<file path="src/rtl/fm_mpx_pkg.sv">
// fm_mpx_pkg: shared widths, FSM states, saturation and sine-table helpers for the MPX composer
package fm_mpx_pkg;
    localparam int DW_D   = 18;
    localparam int SW_D   = 8;
    localparam int KPW_D  = 4;
    localparam int KFW_D  = 8;
    localparam int OW_D   = 24;
    localparam int PHW_D  = 18;
    localparam int LUTA_D = 6;
    localparam int PSH_D  = 6;
    localparam int FSH_D  = 4;
    localparam logic [17:0] PINC_D = 18'h06555;

    typedef enum logic [2:0] {S_IDLE, S_MUL_P, S_MUL_S, S_SUM, S_MUL_F, S_OUT} state_t;

    // Clamp a signed value into the range of a w-bit two's complement word.
    function automatic longint sat(input longint v, input int w);
        longint hi;
        hi = (longint'(1) <<< (w - 1)) - 1;
        return v > hi ? hi : v < -hi - 1 ? -hi - 1 : v;
    endfunction

    // round(amp*sin(2*pi*k/2^la)) in pure integer math: quadrant folding plus a Q30 Taylor series.
    function automatic int sine_lut(input int k, input int la, input int amp);
        longint n, kk, x, s, t, r;
        bit neg;
        n = longint'(1) << la;
        kk = longint'(k) % n;
        neg = kk >= n / 2;
        if (neg) kk = kk - n / 2;
        if (kk > n / 4) kk = n / 2 - kk;
        x = (64'sd3373259426 * 2 * kk) / n;
        s = x;
        t = x;
        for (int i = 1; i <= 6; i++) begin
            t = -((((t * x) >>> 30) * x) >>> 30) / longint'((2 * i) * (2 * i + 1));
            s = s + t;
        end
        r = (s * amp + (longint'(1) << 29)) >>> 30;
        return int'(neg ? -r : r);
    endfunction
endpackage

</file>
<file path="src/rtl/fm_mpx_composer_mult.sv">
// mpx_seqmult: signed radix-2 shift-add multiplier, done pulses exactly BW+1 cycles after start
module mpx_seqmult #(
    parameter int AW = 20,
    parameter int BW = 9
) (
    input  logic                 clock,
    input  logic                 reset,
    input  logic                 start,
    input  logic signed [AW-1:0] a,
    input  logic signed [BW-1:0] b,
    output logic signed [AW+BW-1:0] p,
    output logic                 done
);
    localparam int PW = AW + BW;
    localparam int CW = $clog2(BW + 1);

    logic signed [PW-1:0] r_a, r_acc;
    logic [BW-1:0] r_b;
    logic [CW-1:0] r_cnt;
    logic r_run, r_done;
    logic signed [PW-1:0] w_term;
    logic w_last;

    assign w_term = r_b[0] ? r_a : '0;
    assign w_last = r_cnt == CW'(BW - 1);
    assign p = r_acc;
    assign done = r_done;

    // Load on start, then add one partial product per cycle; the sign bit of b has negative weight.
    always_ff @(posedge clock) begin
        if (reset) begin
            r_a <= '0;
            r_b <= '0;
            r_acc <= '0;
            r_cnt <= '0;
            r_run <= 1'b0;
            r_done <= 1'b0;
        end else begin
            r_done <= 1'b0;
            if (start) begin
                r_a <= PW'(a);
                r_b <= b;
                r_acc <= '0;
                r_cnt <= '0;
                r_run <= 1'b1;
            end else if (r_run) begin
                r_acc <= w_last ? r_acc - w_term : r_acc + w_term;
                r_a <= r_a <<< 1;
                r_b <= r_b >> 1;
                r_cnt <= r_cnt + 1'b1;
                r_run <= !w_last;
                r_done <= w_last;
            end
        end
    end
endmodule

</file>
<file path="src/rtl/fm_mpx_composer.sv">
// fm_mpx_composer: builds mono + Kp*pilot + diff*subcarrier, scales by Kf into the FM frequency word
module fm_mpx_composer
    import fm_mpx_pkg::*;
#(
    parameter int DW   = DW_D,
    parameter int SW   = SW_D,
    parameter int KPW  = KPW_D,
    parameter int KFW  = KFW_D,
    parameter int OW   = OW_D,
    parameter int PHW  = PHW_D,
    parameter int LUTA = LUTA_D,
    parameter logic [PHW-1:0] PINC = PINC_D,
    parameter int PSH  = PSH_D,
    parameter int FSH  = FSH_D
) (
    input  logic                  clock,
    input  logic                  reset,
    input  logic                  clken,
    input  logic signed [DW-1:0]  mono,
    input  logic signed [DW-1:0]  diff,
    input  logic [KPW-1:0]        kp,
    input  logic [KFW-1:0]        kf,
    input  logic                  stereo_en,
    output logic signed [OW-1:0]  fm_out,
    output logic                  out_valid,
    output logic                  busy,
    output logic                  overrun
);
    localparam int B1   = (KPW + 1 > SW) ? KPW + 1 : SW;
    localparam int BMAX = (B1 > KFW + 1) ? B1 : KFW + 1;
    localparam int AMAX = DW + 2;
    localparam int PW   = AMAX + BMAX;

    state_t r_state, w_next;
    logic [PHW-1:0] r_phase;
    logic signed [DW-1:0] r_mono, r_diff, r_pterm, r_sterm;
    logic [KPW-1:0] r_kp;
    logic [KFW-1:0] r_kf;
    logic r_st, r_go, r_overrun;
    logic signed [SW-1:0] r_pilot, r_sub;
    logic signed [OW-1:0] r_fm;
    logic signed [SW-1:0] w_lut [1<<LUTA];
    logic signed [AMAX-1:0] w_sum, w_ma;
    logic signed [BMAX-1:0] w_mb;
    logic signed [PW-1:0] w_prod;
    logic w_start, w_done, w_accept;

    for (genvar k = 0; k < (1 << LUTA); k++) begin : g_lut
        assign w_lut[k] = SW'(sine_lut(k, LUTA, (1 << (SW - 1)) - 1));
    end

    // In mono mode the pilot and subcarrier terms are dropped but the multiplies still run.
    assign w_sum = AMAX'(r_mono) + (r_st ? AMAX'(r_pterm) + AMAX'(r_sterm) : AMAX'(0));
    assign w_accept = r_state == S_IDLE && clken;
    assign w_start = r_go || (r_state == S_MUL_P && w_done) || r_state == S_SUM;
    assign w_ma = r_go ? AMAX'($signed({1'b0, r_kp})) : r_state == S_MUL_P ? AMAX'(r_diff) : w_sum;
    assign w_mb = r_go ? BMAX'(r_pilot) : r_state == S_MUL_P ? BMAX'(r_sub) : BMAX'($signed({1'b0, r_kf}));
    assign fm_out = r_fm;
    assign out_valid = r_state == S_OUT;
    assign busy = r_state != S_IDLE;
    assign overrun = r_overrun;

    mpx_seqmult #(.AW(AMAX), .BW(BMAX)) u_mult (
        .clock(clock),
        .reset(reset),
        .start(w_start),
        .a(w_ma),
        .b(w_mb),
        .p(w_prod),
        .done(w_done)
    );

    // Sample sequencing: three chained multiplies with a one-cycle sum step before the last.
    always_comb begin
        w_next = r_state;
        case (r_state)
            S_IDLE:  if (clken) w_next = S_MUL_P;
            S_MUL_P: if (w_done) w_next = S_MUL_S;
            S_MUL_S: if (w_done) w_next = S_SUM;
            S_SUM:   w_next = S_MUL_F;
            S_MUL_F: if (w_done) w_next = S_OUT;
            default: w_next = S_IDLE;
        endcase
    end

    // FSM state register.
    always_ff @(posedge clock) begin
        r_state <= reset ? S_IDLE : w_next;
    end

    // Sample capture, phase accumulation, per-step product scaling and the sticky overrun flag.
    always_ff @(posedge clock) begin
        if (reset) begin
            r_phase <= '0;
            r_mono <= '0;
            r_diff <= '0;
            r_kp <= '0;
            r_kf <= '0;
            r_st <= 1'b0;
            r_pilot <= '0;
            r_sub <= '0;
            r_pterm <= '0;
            r_sterm <= '0;
            r_fm <= '0;
            r_go <= 1'b0;
            r_overrun <= 1'b0;
        end else begin
            r_go <= w_accept;
            if (clken && r_state != S_IDLE) r_overrun <= 1'b1;
            if (w_accept) begin
                r_mono <= mono;
                r_diff <= diff;
                r_kp <= kp;
                r_kf <= kf;
                r_st <= stereo_en;
                r_pilot <= w_lut[r_phase[PHW-1 -: LUTA]];
                r_sub <= w_lut[r_phase[PHW-2 -: LUTA]];
                r_phase <= r_phase + PINC;
            end
            if (w_done && r_state == S_MUL_P) r_pterm <= DW'(sat(longint'(w_prod) <<< PSH, DW));
            if (w_done && r_state == S_MUL_S) r_sterm <= DW'(w_prod >>> SW);
            if (w_done && r_state == S_MUL_F) r_fm <= OW'(sat(longint'(w_prod >>> FSH), OW));
        end
    end
endmodule

</file>
<file path="config.mk">
export PLATFORM = sky130hd
export DESIGN_NAME = fm_mpx_composer
export DESIGN_NICKNAME = d
export VERILOG_FILES = /design/src/rtl/fm_mpx_pkg.sv /design/src/rtl/fm_mpx_composer_mult.sv /design/src/rtl/fm_mpx_composer.sv
export SDC_FILE = /design/constraint.sdc
export NUM_CORES = 1
export LEC_CHECK = 0
export BUFFER_PORTS_ARGS = -buffer_cell sky130_fd_sc_hd__buf_4
export CORE_ASPECT_RATIO = 1.1
export CORE_MARGIN = 2
export CORE_UTILIZATION = 56
export DETAILED_ROUTE_END_ITERATION = 12
export GPL_ROUTABILITY_DRIVEN = 0
export PLACE_DENSITY = 0.78
export SYNTH_ARGS = -nofsm -noshare
export SYNTH_HDL_FRONTEND = slang
export SYNTH_SLANG_ARGS = --single-unit
</file>
<file path="constraint.sdc">
create_clock -name clock -period 4.25 [get_ports clock]
set_input_delay 0.2125 -clock clock [delete_from_list [all_inputs] [get_ports clock]]
set_output_delay 0.2125 -clock clock [all_outputs]
set_load 0.02 [all_outputs]
</file>
Yosys cells after proc, flatten, opt, wreduce, memory -nomap -nowiden
Memory sizes are Yosys's and may differ from the RTL's. A register that Yosys moved wholly into a read port is not among the register bits.
Index checks and enable logic that the tools add are counted.
{"block": "totals", "ff_bits": 205, "rom_bits": 1024, "input_bits": 52, "output_inout_bits": 27, "elab_cells": 79, "memories": 2}
{"block": "classes", "addsub": 6, "n_lt_le_gt_ge": 4, "n_eq_ne": 10, "mux": 22, "bitwise": 3, "n_reduce_logical": 14}
{"memory": "(name not given)", "depth": 64, "word_bits": 8, "rd": 1, "rd_ports_with_merged_regs": 1, "write_ports": 0, "line_no": "fm_mpx_composer.sv:117", "text": "r_sub <= w_lut[r_phase[PHW-2 -: LUTA]];"}
{"memory": "(name not given)", "depth": 64, "word_bits": 8, "rd": 1, "rd_ports_with_merged_regs": 1, "write_ports": 0, "line_no": "fm_mpx_composer.sv:116", "text": "r_pilot <= w_lut[r_phase[PHW-1 -: LUTA]];"}
{"operator": "$mux 29", "n": 4}
{"operator": "$mux 20", "n": 3}
{"operator": "$mux 24", "n": 2}
{"operator": "$mux 18", "n": 2}
{"operator": "$mux 9", "n": 4}
{"operator": "$gt 35x18->1 const B", "n": 1}
{"operator": "$lt 35x18->1 const B", "n": 1}
{"operator": "$add 29x29->29", "n": 1}
{"operator": "$sub 29x29->29", "n": 1}
{"operator": "$gt 25x24->1 const B", "n": 1}
{"operator": "$lt 25x24->1 const B", "n": 1}
{"operator": "$add 18x20->20", "n": 1}
{"operator": "$add 18x18->19", "n": 1}
{"operator": "$add 18x15->18 const B", "n": 1}
{"operator": "$pmux 3 s5", "n": 1}
{"operator": "$not 6->7", "n": 2}
{"operator": "$mux 3", "n": 4}
{"operator": "$eq 3x2->1 const B", "n": 2}
{"operator": "$eq 3x3->1 const B", "n": 2}
{"operator": "$ne 2x1->1 const B", "n": 3}
{"operator": "$logic_and 1x1->1", "n": 5}
{"operator": "$add 4x1->4 const B", "n": 1}
{"operator": "$eq 4x4->1 const B", "n": 1}
{"operator": "$reduce_and 4->1", "n": 1}
{"operator": "other kinds (11)", "n": 13}

Logic depth before layout (Yosys ltp)
{"block": "logic_depth", "word_depth": 6, "mapped_depth": 21, "ltp_nobuf": 19}

Hierarchy
A second synthesis with hierarchy kept.
{"block": "hier_totals", "cells_unflattened": 2029, "hier_area_um2": 14846.7}
{"module": "fm_mpx_composer", "n_inst": 1, "cells_per_inst": 1330, "area_per_inst_um2": 9586.7, "seq_area_each_um2": 2862.7}
{"module": "mpx_seqmult", "n_inst": 1, "cells_per_inst": 699, "area_per_inst_um2": 5260.0, "seq_area_each_um2": 1461.4}

Worst setup path before layout
Ideal clock, no wire load.
{"block": "synth_timing", "kind": "reg-to-reg", "start": "register u_mult.r_b[0]", "end": "register u_mult.r_acc[26], in the netlist u_mult.p[26]", "setup_time_ns": 0.063, "arrival_time_ns": 4.214, "t_required_ns": 4.187, "path_slack_ns": -0.027, "stages_incl_launch_ff": 19, "path_buffers": 3, "synth_period_minus_slack_ns": 4.277, "path_cell_list": "dfxtp_1 clkbuf_1 clkbuf_1 buf_1 nand2_1 ha_1 nor2b_1 nor2_1 nor3_1 or3_1 ha_1 nand2_1 a2111oi_0 a32oi_1 o21a_1 o21ai_0 a31oi_1 or3_1 nand3_1"}
{"block": "synth_via", "elab_chain_cells": 3, "elab_cells_between_ends": 4, "classes_between": "add/sub (2); mux (2)"}
{"item": "start, declared", "line_no": "fm_mpx_composer_mult.sv:18", "text": "logic [BW-1:0] r_b;"}
{"item": "start signal, assigned", "line_no": "fm_mpx_composer_mult.sv:49", "text": "r_b <= r_b >> 1;"}
{"item": "$mux 29 (*)", "line_no": "fm_mpx_composer_mult.sv:24", "text": "assign w_term = r_b[0] ? r_a : '0;"}
{"item": "$add 29x29->29 or $sub 29x29->29 (tied branches)", "line_no": "fm_mpx_composer_mult.sv:47", "text": "r_acc <= w_last ? r_acc - w_term : r_acc + w_term;"}
{"item": "$mux 29 (*)", "line_no": "fm_mpx_composer_mult.sv:47"}
{"item": "end signal, assigned", "line_no": "fm_mpx_composer_mult.sv:47"}
{"item": "end, declared", "line_no": "fm_mpx_composer_mult.sv:17", "text": "logic signed [PW-1:0] r_a, r_acc;"}
Mark *: on every way between the ends. The rest lies on a longest branch, timed or not.
A chain may end at the register's enable or synchronous reset.

Worst setup path after layout
{"block": "layout_timing", "start": "register r_pterm[5]", "end": "register u_mult.r_a[26]"}
{"block": "layout_via", "elab_chain_cells": 6}
{"item": "start, declared", "line_no": "fm_mpx_composer.sv:36", "text": "logic signed [DW-1:0] r_mono, r_diff, r_pterm, r_sterm;"}
{"item": "start signal, assigned", "line_no": "fm_mpx_composer.sv:120", "text": "if (w_done && r_state == S_MUL_P) r_pterm <= DW'(sat(longint'(w_prod) <<< PSH, DW));"}
{"item": "$add 18x18->19", "line_no": "fm_mpx_composer.sv:53", "text": "assign w_sum = AMAX'(r_mono) + (r_st ? AMAX'(r_pterm) + AMAX'(r_sterm) : AMAX'(0));"}
{"item": "$mux 20", "line_no": "fm_mpx_composer.sv:53"}
{"item": "$add 18x20->20", "line_no": "fm_mpx_composer.sv:53"}
{"item": "$mux 20 (2 in a row)", "line_no": "fm_mpx_composer.sv:56", "text": "assign w_ma = r_go ? AMAX'($signed({1'b0, r_kp})) : r_state == S_MUL_P ? AMAX'(r_diff) : w_sum;"}
{"item": "$mux 29", "line_no": "fm_mpx_composer_mult.sv:40", "text": "if (start) begin"}
{"item": "end signal, assigned", "line_no": "fm_mpx_composer_mult.sv:41", "text": "r_a <= PW'(a);"}
{"item": "end signal, assigned", "line_no": "fm_mpx_composer_mult.sv:48", "text": "r_a <= r_a <<< 1;"}
{"item": "end, declared", "line_no": "fm_mpx_composer_mult.sv:17"}
No other way between the ends.

==> out/metrics.yaml <==
run_status: "finished, final reports clean"
regToRegStartpoint: "r_pterm[5]"
critical_path_required_ns: 4.66
clock_path_buffers: 3
port_buffers: 78
post-route-min-period_ns: 4.03
worstSetupEndpointType: "register"
dieArea_mm2: 0.0267
critPathArrivalTime_ns: 4.44
detailedPlace.worstSlack_ns: -0.108
starting_density_of_the_core_pct: 56.6
async_s_r_ff_share_synth_pct: 0
critical_path_peak_fanout: 10
layout_overhead_on_the_synthesized_area_pct: 15.4
final.period_utilization_pct: 94.8
timing.fmax_mhz: 248
postRouteAntennaNets: 0
synth_edf_count: 0
final_nets: 2118
synth-seq-area-share_pct: 30.4
boundaryPins: 79
count_of_cell_types_in_the_netlist: 76
track_usage_pct: 30.6
clock_tree.htree_level_count: 1
finish.cell_count_without_fillers: 2312
power-per-cell-area_mw_per_mm2: 396
fp.coreArea_mm2: 0.0251
timing.critical_path.cells: "ha_1 > fa_1 > a21oi_1 > o21bai_2 > a211oi_2 > nor3_1 > o41ai_2 > a21oi_1 > xnor2_1 > and2_1 > ha_1 > nand2_1 > or2_2 > nor3b_1 > o21ai_0 > and3_4 > o22a_1"
detail_route.wirelength_mm: 41.8
num_vias: 14400
drive_above_1_share_pct: 10.1
r2r-end: "u_mult.r_a[26]"
cts_inserted_buffers: 24
type_of_the_worst_setup_path: "register to register"
global_route.peak_usage_layer: "met2"
grt.overflow.total: 0
multi_input_comb_area_mm2: 0.00930
synth.ff_latch_count: 216
finalHoldViolCount: 0
drt_first_iter_violations: 1524
rows: 61
chipWidth_um: 156
dpl.hpwl_mm: 28.0
use_met3_pct: 4.08
average_instance_area_after_synthesis_um2: 7.39
gr-usage-met2_pct: 50.8
reg2reg_slack_ns: 0.22
cts_num_sinks: 216
finalInstanceArea_mm2: 0.0164
clock-root-buffer: "sky130_fd_sc_hd__clkbuf_16"
r2r.worst_path.cells: 17
maxCapViolCount: 0
area_of_all_sequential_standard_cells_mm2: 0.00433
die_height_um: 171
use_met1_pct: 41.0
start_kind: "register"
cts.clk_slew.worst_paths_ns: 0.06
post_synth_inst_count: 1921
place_area_mm2: 0.0150
first_global_vias: 13200
hold_path_class: "input port to register"
placed_cells_incl_taps: 2218
drc: 0
drt_pass1_iterations: 6
source_to_sink_clock_delay_at_the_later_pin_of_the_worst_skew_pair_ns: 0.53
grt_first_pass_wirelength_mm: 67.4
critical_path.slowest_cell: "sky130_fd_sc_hd__fa_1"
antenna_found_initial: 1
crit_end: "u_mult.r_a[26]"
timing.final.setup_violations: 0
grt_start_max_net_pins: 100
net_count_after_synthesis: 2059
detailed_route_vias_per_instance: 6.25
irDropWorstVdd_v: 0.000309
layout_setup_ws_ns: 0.221
total_leakage_power_nw: 6.58
finClkSkew_ns: 0.0178
post_drt_wl_per_cell_um: 18.1
timing.final.max_slew_violations: 0
worst_slew_pin_slew_ns: 1.27
critical_path.startpoint: "r_pterm[5]"
final.fill_count: 2052
cts_tree: "done"
synth_flop_type: "sky130_fd_sc_hd__dfxtp_1"
critical-path-max-stage-delay_ns: 0.42
ys_warn_count: 0
netlist_area_mm2: 0.0142
unrepaired_setup_endpoints_after_global_routing: "false"
max_slew_margin_pct: 15.5
worst min path at each step:
stage / start / endpoint / slack, ns / cells after the start
6_report: reset / fm_out[23] / 0.21 / 2
5_1_grt: reset / fm_out[14] / 0.23 / 2
4_1_cts: reset / fm_out[14] / 0.18 / 2
3_5_place_dp: r_kp[3] / r_kp[3] / 0.45 / 2
3_3_place_gp: r_sub[7] / r_sub[7] / 0.44 / 2
2_1_floorplan: diff[11] / r_diff[11] / 0.35 / 2
per-stage QoR:
| step | power, mW | setup TNS, ns | hold WS (ns) | util, % |
|---|---|---|---|---|
| 2_1_floorplan | 3.77 | 0 | 0.348 | - |
| 3_3_place_gp | 4.19 | 0 | 0.441 | 59.6 |
| 3_5_place_dp | 4.23 | -0.887 | 0.447 | 59.6 |
| 4_1_cts | 6.45 | 0 | 0.184 | 65.0 |
| 5_1_grt | 6.80 | 0 | 0.230 | 65.3 |
| 6_report | 6.49 | 0 | 0.205 | 65.3 |
sequential cells by signal (all words and copies together) (netlist names), 3 cells and up:
register,flops
u_mult.p,29
u_mult.r_a,29
fm_out,24
r_diff,18
r_mono,18
r_phase,18
r_sterm,18
r_pterm,13
u_mult.r_b,9
r_kf,8
r_pilot,8
r_sub,8
r_kp,4
u_mult.r_cnt,4
r_state,3
placed cells by master (no fill, tap or decap), types with 49 or more instances in the layout:
cell	synthesis	final
sky130_fd_sc_hd__nand2_1	314	313
sky130_fd_sc_hd__a211oi_1	50	49
sky130_fd_sc_hd__xnor2_1	51	51
sky130_fd_sc_hd__dlygate4sd3_1	0	50
sky130_fd_sc_hd__o21ai_0	138	137
sky130_fd_sc_hd__nor2_1	172	169
sky130_fd_sc_hd__a21oi_1	265	264
sky130_fd_sc_hd__ha_1	83	81
sky130_fd_sc_hd__dfxtp_1	216	215
sky130_fd_sc_hd__buf_4	0	117
power by group:
group	leakage [nW]	internal, mW	switching (mW)
clock	0.398	1.32	0.862
sequential	1.76	2.15	0.211
combinational	4.42	0.843	1.10
cell type report:
class / instances / area share, %
Timing Repair Buffer: 167 / 8.41
Clock buffer: 31 / 4.20
Sequential cell: 216 / 26.4
Tap cell: 315 / 2.40
Inverter: 42 / 0.962
Antenna cell: 1 / 0.0153
Clock inverter: 11 / 0.878
Multi-Input combinational cell: 1529 / 56.7
critical path, delay by kind of cell, from the launching register on:
kind	cells	cell delay [ns]
simple gates	6	1.09
flops	1	0.31
fa+ha+maj	3	0.98
xor+xnor	1	0.14
compound gates	7	1.39
cell usage after synthesis, drive strengths merged (26+ instances only):
cell type | count | area share [%]
nor3 | 48 | 1.8
inv | 38 | 1.0
a21o | 26 | 1.4
nand2 | 314 | 8.3
xnor2 | 51 | 3.1
mux2i | 30 | 2.1
o21ai | 138 | 4.9
a21oi | 265 | 9.3
dfxtp | 216 | 30
a31oi | 28 | 1.2
ha | 83 | 7.3
nor2 | 172 | 4.5
xor2 | 29 | 1.8
a211oi | 51 | 2.7
clkbuf | 111 | 2.9
logic make-up (layout without fill, tap and decap cells):
family	count (synthesis)	count (layout)	share of synthesized area, %
multiplexers	39	39	3.22
AO/OA/AOI/OAI	642	642	27.5
AND/OR/NAND/NOR	682	682	21.4
flip-flops	216	216	30.4
XOR/XNOR	80	80	4.93
buffers and inverters	176	251	4.72
other	0	1	0
adder cells (fa/ha/maj)	86	86	7.74
metal layers:
layer  up-vias  routed length [µm]
met4         0                1480
met3       113                3560
met5         -                   0
met2       705               19200
li1       6961                   -
met1      6661               17500
timing repair:
item | CTS | global route
hold buffers | 50 | 0
resized for setup | 2 | 15
endpoints found under the hold margin | 50 | 0
buffers inserted | 0 | 1
setup endpoints to repair | 10 | 16
pin swaps | 0 | 2
No activity file was read; power rests on OpenSTA's default activity.
